<file path="src/rtl/col2img_writeback.sv">
// col2img_writeback: scatters S2P x S2P GEMM result tiles into column-major result memory.
// Optional RELU_EN: negative elements are written as zero; timing and addresses are unchanged.
`ifndef S2P_SIZE
`define S2P_SIZE 4
`endif
`ifndef DATA_WIDTH
`define DATA_WIDTH 8
`endif
`ifndef ADDR_SIZE
`define ADDR_SIZE 16
`endif
`ifndef KERNEL_NUMS_SIZE
`define KERNEL_NUMS_SIZE 16
`endif

module col2img_writeback #(
  parameter int S2P = `S2P_SIZE,
  parameter int DW  = `DATA_WIDTH,
  parameter int AW  = `ADDR_SIZE
) (
  input  logic                         clk,
  input  logic                         rstn,
  input  logic                         enable,
  input  logic [AW-1:0]                out_pixels,
  input  logic [`KERNEL_NUMS_SIZE-1:0] kernel_nums,
  input  logic [AW-1:0]                base_addr,
  input  logic                         tile_valid,
  input  logic [S2P*S2P*DW-1:0]        i_matrix_result,
  output logic                         tile_ready,
  output logic [AW-1:0]                o_result_addr,
  output logic [DW-1:0]                o_result_data,
  output logic                         o_wr_en,
  output logic                         o_done
);

  localparam int KW = `KERNEL_NUMS_SIZE;
  localparam int MW = AW + KW;
  localparam int TW = S2P * S2P * DW;
  localparam int RW = (S2P > 1) ? $clog2(S2P) : 1;
  localparam int CW = $clog2(S2P + 1);

  typedef enum logic [1:0] {IDLE, WAIT_TILE, WRITE, DONE} state_t;

  state_t        state_q, state_d;
  logic [AW-1:0] op_q, op_d;
  logic [AW-1:0] base_q, base_d;
  logic [AW-1:0] row_base_q, row_base_d;
  logic [KW-1:0] kn_q, kn_d;
  logic [KW-1:0] col_base_q, col_base_d;
  logic [RW-1:0] r_q, r_d;
  logic [RW-1:0] c_q, c_d;
  logic [TW-1:0] tile_q, tile_d;
  logic          tile_ready_q, tile_ready_d;
  logic          wr_en_q, wr_en_d;
  logic          done_q, done_d;
  logic [AW-1:0] addr_q, addr_d;
  logic [DW-1:0] data_q, data_d;

  logic [AW-1:0] rem_rows;
  logic [KW-1:0] rem_cols;
  logic [CW-1:0] vr, vc;
  logic          last_row_tile, last_col_tile;
  logic          last_r, last_elem, hs;
  logic [RW-1:0] nr, nc;

  function automatic logic [DW-1:0] elem(
    input logic [TW-1:0] t,
    input logic [RW-1:0] r,
    input logic [RW-1:0] c
  );
    logic [DW-1:0] e;
    e = t[(int'(r) * S2P + int'(c)) * DW +: DW];
`ifdef RELU_EN
    if (e[DW-1]) e = '0;
`endif
    return e;
  endfunction

  function automatic logic [AW-1:0] addr_of(
    input logic [AW-1:0] base,
    input logic [AW-1:0] op,
    input logic [KW-1:0] cb,
    input logic [RW-1:0] c,
    input logic [AW-1:0] rb,
    input logic [RW-1:0] r
  );
    logic [MW-1:0] col;
    logic [MW-1:0] sum;
    col = MW'(cb) + MW'(c);
    sum = MW'(base) + col * MW'(op) + MW'(rb) + MW'(r);
    return AW'(sum);
  endfunction

  always_comb begin
    rem_rows      = op_q - row_base_q;
    rem_cols      = kn_q - col_base_q;
    last_row_tile = rem_rows <= AW'(S2P);
    last_col_tile = rem_cols <= KW'(S2P);
    vr            = last_row_tile ? CW'(rem_rows) : CW'(S2P);
    vc            = last_col_tile ? CW'(rem_cols) : CW'(S2P);
    last_r        = CW'(r_q) == (vr - CW'(1));
    last_elem     = last_r && (CW'(c_q) == (vc - CW'(1)));
    hs            = (state_q == WAIT_TILE) && tile_ready_q && tile_valid;
  end

  always_comb begin
    state_d      = state_q;
    op_d         = op_q;
    base_d       = base_q;
    kn_d         = kn_q;
    row_base_d   = row_base_q;
    col_base_d   = col_base_q;
    r_d          = r_q;
    c_d          = c_q;
    tile_d       = tile_q;
    addr_d       = addr_q;
    data_d       = data_q;
    tile_ready_d = 1'b0;
    wr_en_d      = 1'b0;
    done_d       = 1'b0;
    nr           = r_q;
    nc           = c_q;
    unique case (state_q)
      IDLE: begin
        if (enable) begin
          op_d       = out_pixels;
          kn_d       = kernel_nums;
          base_d     = base_addr;
          row_base_d = '0;
          col_base_d = '0;
          r_d        = '0;
          c_d        = '0;
          if (out_pixels == '0 || kernel_nums == '0) begin
            state_d = DONE;
            done_d  = 1'b1;
          end else begin
            state_d = WAIT_TILE;
          end
        end
      end
      WAIT_TILE: begin
        if (hs) begin
          // element (0,0) goes out straight from the bus so the first write lands next cycle
          tile_d  = i_matrix_result;
          r_d     = '0;
          c_d     = '0;
          state_d = WRITE;
          wr_en_d = 1'b1;
          addr_d  = addr_of(base_q, op_q, col_base_q, RW'(0),
                            row_base_q, RW'(0));
          data_d  = elem(i_matrix_result, RW'(0), RW'(0));
        end else begin
          tile_ready_d = 1'b1;
        end
      end
      WRITE: begin
        if (last_elem) begin
          if (last_row_tile && last_col_tile) begin
            state_d = DONE;
            done_d  = 1'b1;
          end else begin
            state_d = WAIT_TILE;
            if (last_col_tile) begin
              col_base_d = '0;
              row_base_d = row_base_q + AW'(S2P);
            end else begin
              col_base_d = col_base_q + KW'(S2P);
            end
          end
        end else begin
          if (last_r) begin
            nr = '0;
            nc = c_q + RW'(1);
          end else begin
            nr = r_q + RW'(1);
          end
          r_d     = nr;
          c_d     = nc;
          wr_en_d = 1'b1;
          addr_d  = addr_of(base_q, op_q, col_base_q, nc, row_base_q, nr);
          data_d  = elem(tile_q, nr, nc);
        end
      end
      DONE: begin
        state_d = IDLE;
      end
    endcase
  end

  always_ff @(posedge clk or posedge rstn) begin
    if (rstn) begin
      state_q      <= IDLE;
      op_q         <= '0;
      base_q       <= '0;
      kn_q         <= '0;
      row_base_q   <= '0;
      col_base_q   <= '0;
      r_q          <= '0;
      c_q          <= '0;
      tile_q       <= '0;
      tile_ready_q <= 1'b0;
      wr_en_q      <= 1'b0;
      done_q       <= 1'b0;
      addr_q       <= '0;
      data_q       <= '0;
    end else begin
      state_q      <= state_d;
      op_q         <= op_d;
      base_q       <= base_d;
      kn_q         <= kn_d;
      row_base_q   <= row_base_d;
      col_base_q   <= col_base_d;
      r_q          <= r_d;
      c_q          <= c_d;
      tile_q       <= tile_d;
      tile_ready_q <= tile_ready_d;
      wr_en_q      <= wr_en_d;
      done_q       <= done_d;
      addr_q       <= addr_d;
      data_q       <= data_d;
    end
  end

  assign tile_ready    = tile_ready_q;
  assign o_wr_en       = wr_en_q;
  assign o_done        = done_q;
  assign o_result_addr = addr_q;
  assign o_result_data = data_q;

endmodule

</file>
<file path="config.mk">
export PLATFORM = sky130hd
export DESIGN_NAME = col2img_writeback
export DESIGN_NICKNAME = d
export VERILOG_FILES = /design/src/rtl/col2img_writeback.sv
export SDC_FILE = /design/constraint.sdc
export NUM_CORES = 1
export LEC_CHECK = 0
export BUFFER_PORTS_ARGS = -buffer_cell sky130_fd_sc_hd__buf_2
export CAP_MARGIN = 20
export CORE_MARGIN = 2
export CORE_UTILIZATION = 35
export CTS_CLUSTER_SIZE = 24
export DETAILED_ROUTE_END_ITERATION = 10
export PLACE_DENSITY_LB_ADDON = 0.08
export SYNTH_ARGS = -nofsm -noshare
export SYNTH_HDL_FRONTEND = slang
export SYNTH_SLANG_ARGS = --single-unit
export TNS_END_PERCENT = 5
</file>
<file path="constraint.sdc">
create_clock -name clk -period 8.73 [get_ports clk]
set_input_delay 1.746 -clock clk [delete_from_list [all_inputs] [get_ports clk]]
set_output_delay 1.746 -clock clk [all_outputs]
set_load 0.03 [all_outputs]
</file>
# == Word level (Yosys, flattened, before mapping) ==
# Cells that the tools add are included.
# op_classes
n_eq_ne,11
add_sub_neg,15
reduce_logical,18
shift,1
mul,2
order_cmp,2
mux,45
# op_table
cell,n
2-to-1 mux 16 bit,9
indexed part select 128 x 9 -> 8 bit,1
one-hot mux 16 bit (2 select lines),3
adder 16 bit,4
adder 16 x 3 -> 16 bit (second input constant),2
<= comparator 16 x 3 -> 1 bit (second input constant),2
zero test 16 bit,2
subtractor 16 bit,2
2-to-1 mux 2 bit,15
adder 16 x 2 -> 17 bit,1
multiplier 17 x 16 -> 16 bit,1
adder 16 x 2 -> 16 bit,1
multiplier 16 x 16 -> 16 bit,1
2-to-1 mux 8 bit,2
one-hot mux 8 bit (2 select lines),1
!= test 2 bit (second input constant),6
one-hot mux 2 bit (3 select lines),2
2-to-1 mux 1 bit,8
one-hot mux 2 bit (4 select lines),1
AND reduction 4 bit,2
== test 2 x 3 -> 1 bit,2
2-to-1 mux 3 bit,2
AND reduction 3 bit,2
subtractor 3 x 1 -> 3 bit (second input constant),2
other kinds (12),20
# word_totals
ff_bits,241
word_cells,108

# == Logic depth before layout (Yosys ltp) ==
# logic_depth
depth_word,15
ltp_mapped,46
depth_no_buf,43

# == Least setup slack after synthesis ==
# No wires, ideal clock.
# synth_timing
path_type,register -> register
start,register row_base_q[2]
end,"register addr_q[15], in the netlist o_result_addr[15]"
t_arrival_ps,8846
slack_ps,-198
t_required_ps,8648
path_stages_with_launch,41
setup_ps,82
path_buffers,1
synth_period_minus_slack_ps,8928
cell_sequence,dfrtp_1 inv_1 ha_1 and2b_1 o31a_1 o211ai_2 mux2_1 nor4_1 o2111a_2 nand3_1 or2_2 ha_1 xor2_1 nand2_1 o21ai_0 nand2_1 and4b_1 o21ai_0 [5 not listed] inv_1 fa_1 ha_1 fa_1 inv_1 fa_1 fa_1 inv_1 ha_1 nand3_1 nand2_1 a41o_1 o41ai_1 o21ai_0 or3b_1 mux2i_1 a211oi_1 a31oi_1
# synth_via
elab_chain_cells,15
elab_cells_between_ends,23
classes_between,7 x add/sub; 1 x mul; 1 x order compare; 2 x eq/ne; 10 x mux; 2 x reduce/logical
# synth_lines
item,line,source
start: declaration,47,"logic [AW-1:0] row_base_q, row_base_d;"
start signal: assignment,211,row_base_q <= row_base_d;
subtractor 16 bit,95,rem_rows = op_q - row_base_q;
<= comparator 16 x 3 -> 1 bit,97,last_row_tile = rem_rows <= AW'(S2P);
2-to-1 mux 3 bit,99,vr = last_row_tile ? CW'(rem_rows) : CW'(S2P);
subtractor 3 x 1 -> 3 bit,101,last_r = CW'(r_q) == (vr - CW'(1));
== test 2 x 3 -> 1 bit,101,
2-to-1 mux 2 bit,171,if (last_r) begin
2-to-1 mux 2 bit,157,if (last_elem) begin
2-to-1 mux 2 bit,123,unique case (state_q)
adder 16 x 2 -> 17 bit,89,col = MW'(cb) + MW'(c);
multiplier 17 x 16 -> 16 bit,90,sum = MW'(base) + col * MW'(op) + MW'(rb) + MW'(r);
adder 16 bit (2 in a row),90,
adder 16 x 2 -> 16 bit,90,
2-to-1 mux 16 bit,157,
one-hot mux 16 bit (2 select lines),123,
end signal: assignment,219,addr_q <= addr_d;
end: declaration,56,"logic [AW-1:0] addr_q, addr_d;"
# Several ways; a longest one is shown, not always the timed one. The select of a mux whose other input is x is not followed.
# A chain may end at the register's enable or synchronous reset.

# == Worst setup path after layout ==
# Same ends and word-level chain as after synthesis.

==> qor.yml <==
job:
  max_cap_violations: 0
die:
  start_util: 0.355
  row_count: 91
  fp.dieW_um: 254
  die_area_um2: 64500
  design.core.area_um2: 61700
  dieHeight_um: 254
  io_pins: 207
routing:
  wl_met1_um: 31700
  via_per_inst: 4.93
  drt-total-wl_um: 72300
  top_layer: "met5"
  dr.first_iter.drc_count: 929
  drcViolationCount: 0
  dr.pass1.iters: 5
  vias: 18100
  route.met3.wl_um: 3220
  routedWlPerCell_um: 19.7
  routed-wl-met2_um: 35100
  ant_nets: 0
setup_path:
  crit_fanout: 5
  slowest_stage: "fa_1"
  r2r_setup_slack_ps: 4
  r2r_end: "o_result_addr[15]"
  worstPathRequired_ps: 9200
  critical-path-max-stage-delay_ps: 490
  startpoint_type: "flop"
  cp.arrival_ps: 9190
  reg2reg_from: "row_base_q[2]"
  rr_worst_depth: 41
  endpoint_kind: "flop"
  criticalPathCategory: "reg -> reg"
  crit_top_cell: "xnor2_1"
  cp_top_family: "adder cells"
  critPathBufInv: 5
power:
  finalPower_mw: 10.3
  ir_drop_mv: 0.240
  p_leak_nw: 13.0
  powerDensity_nw_per_um2: 389
min_path:
  worstHoldStart: "tile_q[32]"
  hold_class: "reg -> reg"
  hold_path_end: "tile_q[32]"
  hold_depth: 2
placed_design:
  gp_congestion: 0.877
  dp_hpwl_um: 55200
  postPlaceCellArea_um2: 24900
  portBuffers: 206
clock_tree:
  cts_tree: "done"
  h-tree-depth: 2
  numCtsBuffers: 34
  cts_max_path_buffers: 3
  cts_root_buf: "clkbuf_16"
  cts-hold-fix-buffers: 0
  clk_pin_slew_ps: 60
  clock_latency_ps: 560
  cts_sinks: 237
finish:
  stdcell_area_um2: 26500
  most-common-layout-cells: "577 x nand2_1, 371 x inv_1, 234 x dfrtp_1"
  area_delta_synth_final_pct: 21.0
  multi_input_area_um2: 14600
  seqCellArea_um2: 5930
  diodes: 0
  drive_gt1_frac: 0.209
  fin_nets: 3339
  final_common_cell: "nand2_1"
  nFillCells: 6356
timing:
  finalCriticalPeriod_ps: 8730
  rsz0062_at_grt: "true"
  setup_viol: 0
  slew_headroom: 0.290
  fin_hold_ws_ps: 466
  setup_tns_ps: 0
  maxSlewViolCount: 0
  worst_pin_slew_ps: 1070
  hold_viol_final: 0
  fin_crit_sh: 1.00
  fmax_mhz: 115
  clock_skew_ps: 21.3
synth:
  synthArstFlopShare: 1.00
  ys.warnings.count: 0
  synth.area.top_cells: "dfrtp_1 27%, fa_1 19%, nand2_1 9.9%"
  ys_types: 90
  synth_area_leader_cell: "dfrtp_1"
  synth_cells: 2481
  synth_ff_type: "dfrtp_1"
  synth_top_area_frac: 0.271
  syn_area_um2: 21900
  syn_avg_cell_area_um2: 8.82
  synth-edff-count: 0
  ys_seq_area_frac: 0.271
  ys_ff_latch: 237
global_routing:
  grt_overflow_total: 0
  antenna_found_initial: 2
  grt_pass1_vias: 19000
  track_usage: 0.228
  grt_pass1_wl_um: 112000
  grt_max_degree: 96
outcome:
  status: "complete, no violations"
==> flip-flops by register name, summed over array words and instances (netlist names) <==
register	flops
o_result_addr	16
base_q	16
o_done	1
r_q	2
kn_q	16
o_wr_en	1
tile_q	128
c_q	2
tile_ready	1
op_q	16
col_base_q	14
row_base_q	14
o_result_data	8
state_q	2
==> worst reg2reg max path, delay by kind of cell, from the launching register on <==
family	cells	cell delay, ps
adder cells (fa/ha/maj)	9	3120
AND/OR/NAND/NOR	10	1690
AO/OA/AOI/OAI	7	1270
XOR/XNOR	8	1270
multiplexers	2	490
flip-flops	1	400
buffers and inverters	5	390
==> per-stage QoR <==
step | worst slack [ps] | util | std cells
final | 4.30 | 0.429 | 3675
after global routing | -472 | 0.429 | 3675
after CTS | -284 | 0.424 | 3661
after floorplan | -67.2 | - | 2501
after detailed placement | -619 | 0.403 | 3596
after global placement | -392 | 0.403 | 3596
==> metal layers <==
layer | global-route usage | vias to the layer above
met5 | 0 | -
met4 | 0.0741 | 2
met3 | 0.0308 | 103
met2 | 0.389 | 423
met1 | 0.299 | 8976
li1 | - | 8597
==> power breakdown <==
part	internal, mW	total [mW]	switching, mW
clock	0.808	1.38	0.569
combinational	3.09	7.00	3.91
sequential	1.60	1.92	0.325
==> final cells by class <==
| type | instances | share of cell area |
|---|---|---|
| clock buffer | 50 | 0.0382 |
| clock inverter | 7 | 0.00307 |
| inverter | 377 | 0.0536 |
| multi-input combinational | 1784 | 0.551 |
| sequential | 237 | 0.224 |
| tap | 837 | 0.0396 |
| timing repair buffer | 383 | 0.0901 |
==> cells by family (layout without fill, tap and decap cells) <==
group	count (synthesis)	in the layout	share of synthesized area
AOI/OAI and AO/OA	283	283	0.0898
other	2	22	0.000343
xor gates and xnor gates	104	105	0.0416
adders and majority gates	342	342	0.266
and+or+nand+nor	928	928	0.189
muxes	104	104	0.0591
DFF	237	237	0.271
buffers and inverters	481	817	0.0832
==> cell usage after synthesis, drive strengths merged (5+ instances only) <==
library cell and n:
a211o 5, mux2i 28, a21oi 62, dfrtp 237, o311ai 6, o211ai 5
nand3 36, nor3 32, inv 376, nand4 12, a21o 9, and2 89
a2bb2oi 5, or3 13, o21bai 7, nand2 580, o2111ai 6, nor4 22
ha 138, and3 9, o21ai 75, o221ai 8, nor2 90, o31ai 6
mux2 62, nor2b 7, o41ai 6, a31oi 9, clkbuf 84, buf 20
xnor2 81, mux4 14, a211oi 10, o22ai 14, o21a 16, nand2b 15
fa 204, xor2 23
==> how the worst max path moves through the flow <==
stage | endpoint | start | depth (start not counted) | slack [ps]
4_1_cts | o_result_addr[15] | op_q[7] | 40 | -280
2_1_floorplan | o_result_addr[15] | row_base_q[5] | 40 | -70
3_3_place_gp | o_result_addr[15] | row_base_q[2] | 40 | -390
3_5_place_dp | o_result_addr[15] | row_base_q[5] | 39 | -620
5_1_grt | o_result_addr[15] | row_base_q[5] | 41 | -470
6_report | o_result_addr[15] | row_base_q[2] | 41 | 4
==> timing repair <==
item | in CTS | in global routing
pin swaps | 31 | 32
gates resized for setup | 34 | 29
gates cloned | 0 | 1
setup buffers | 9 | 12
endpoints found under the setup margin | 6 | 8
Power figures use the tool's default switching activity.
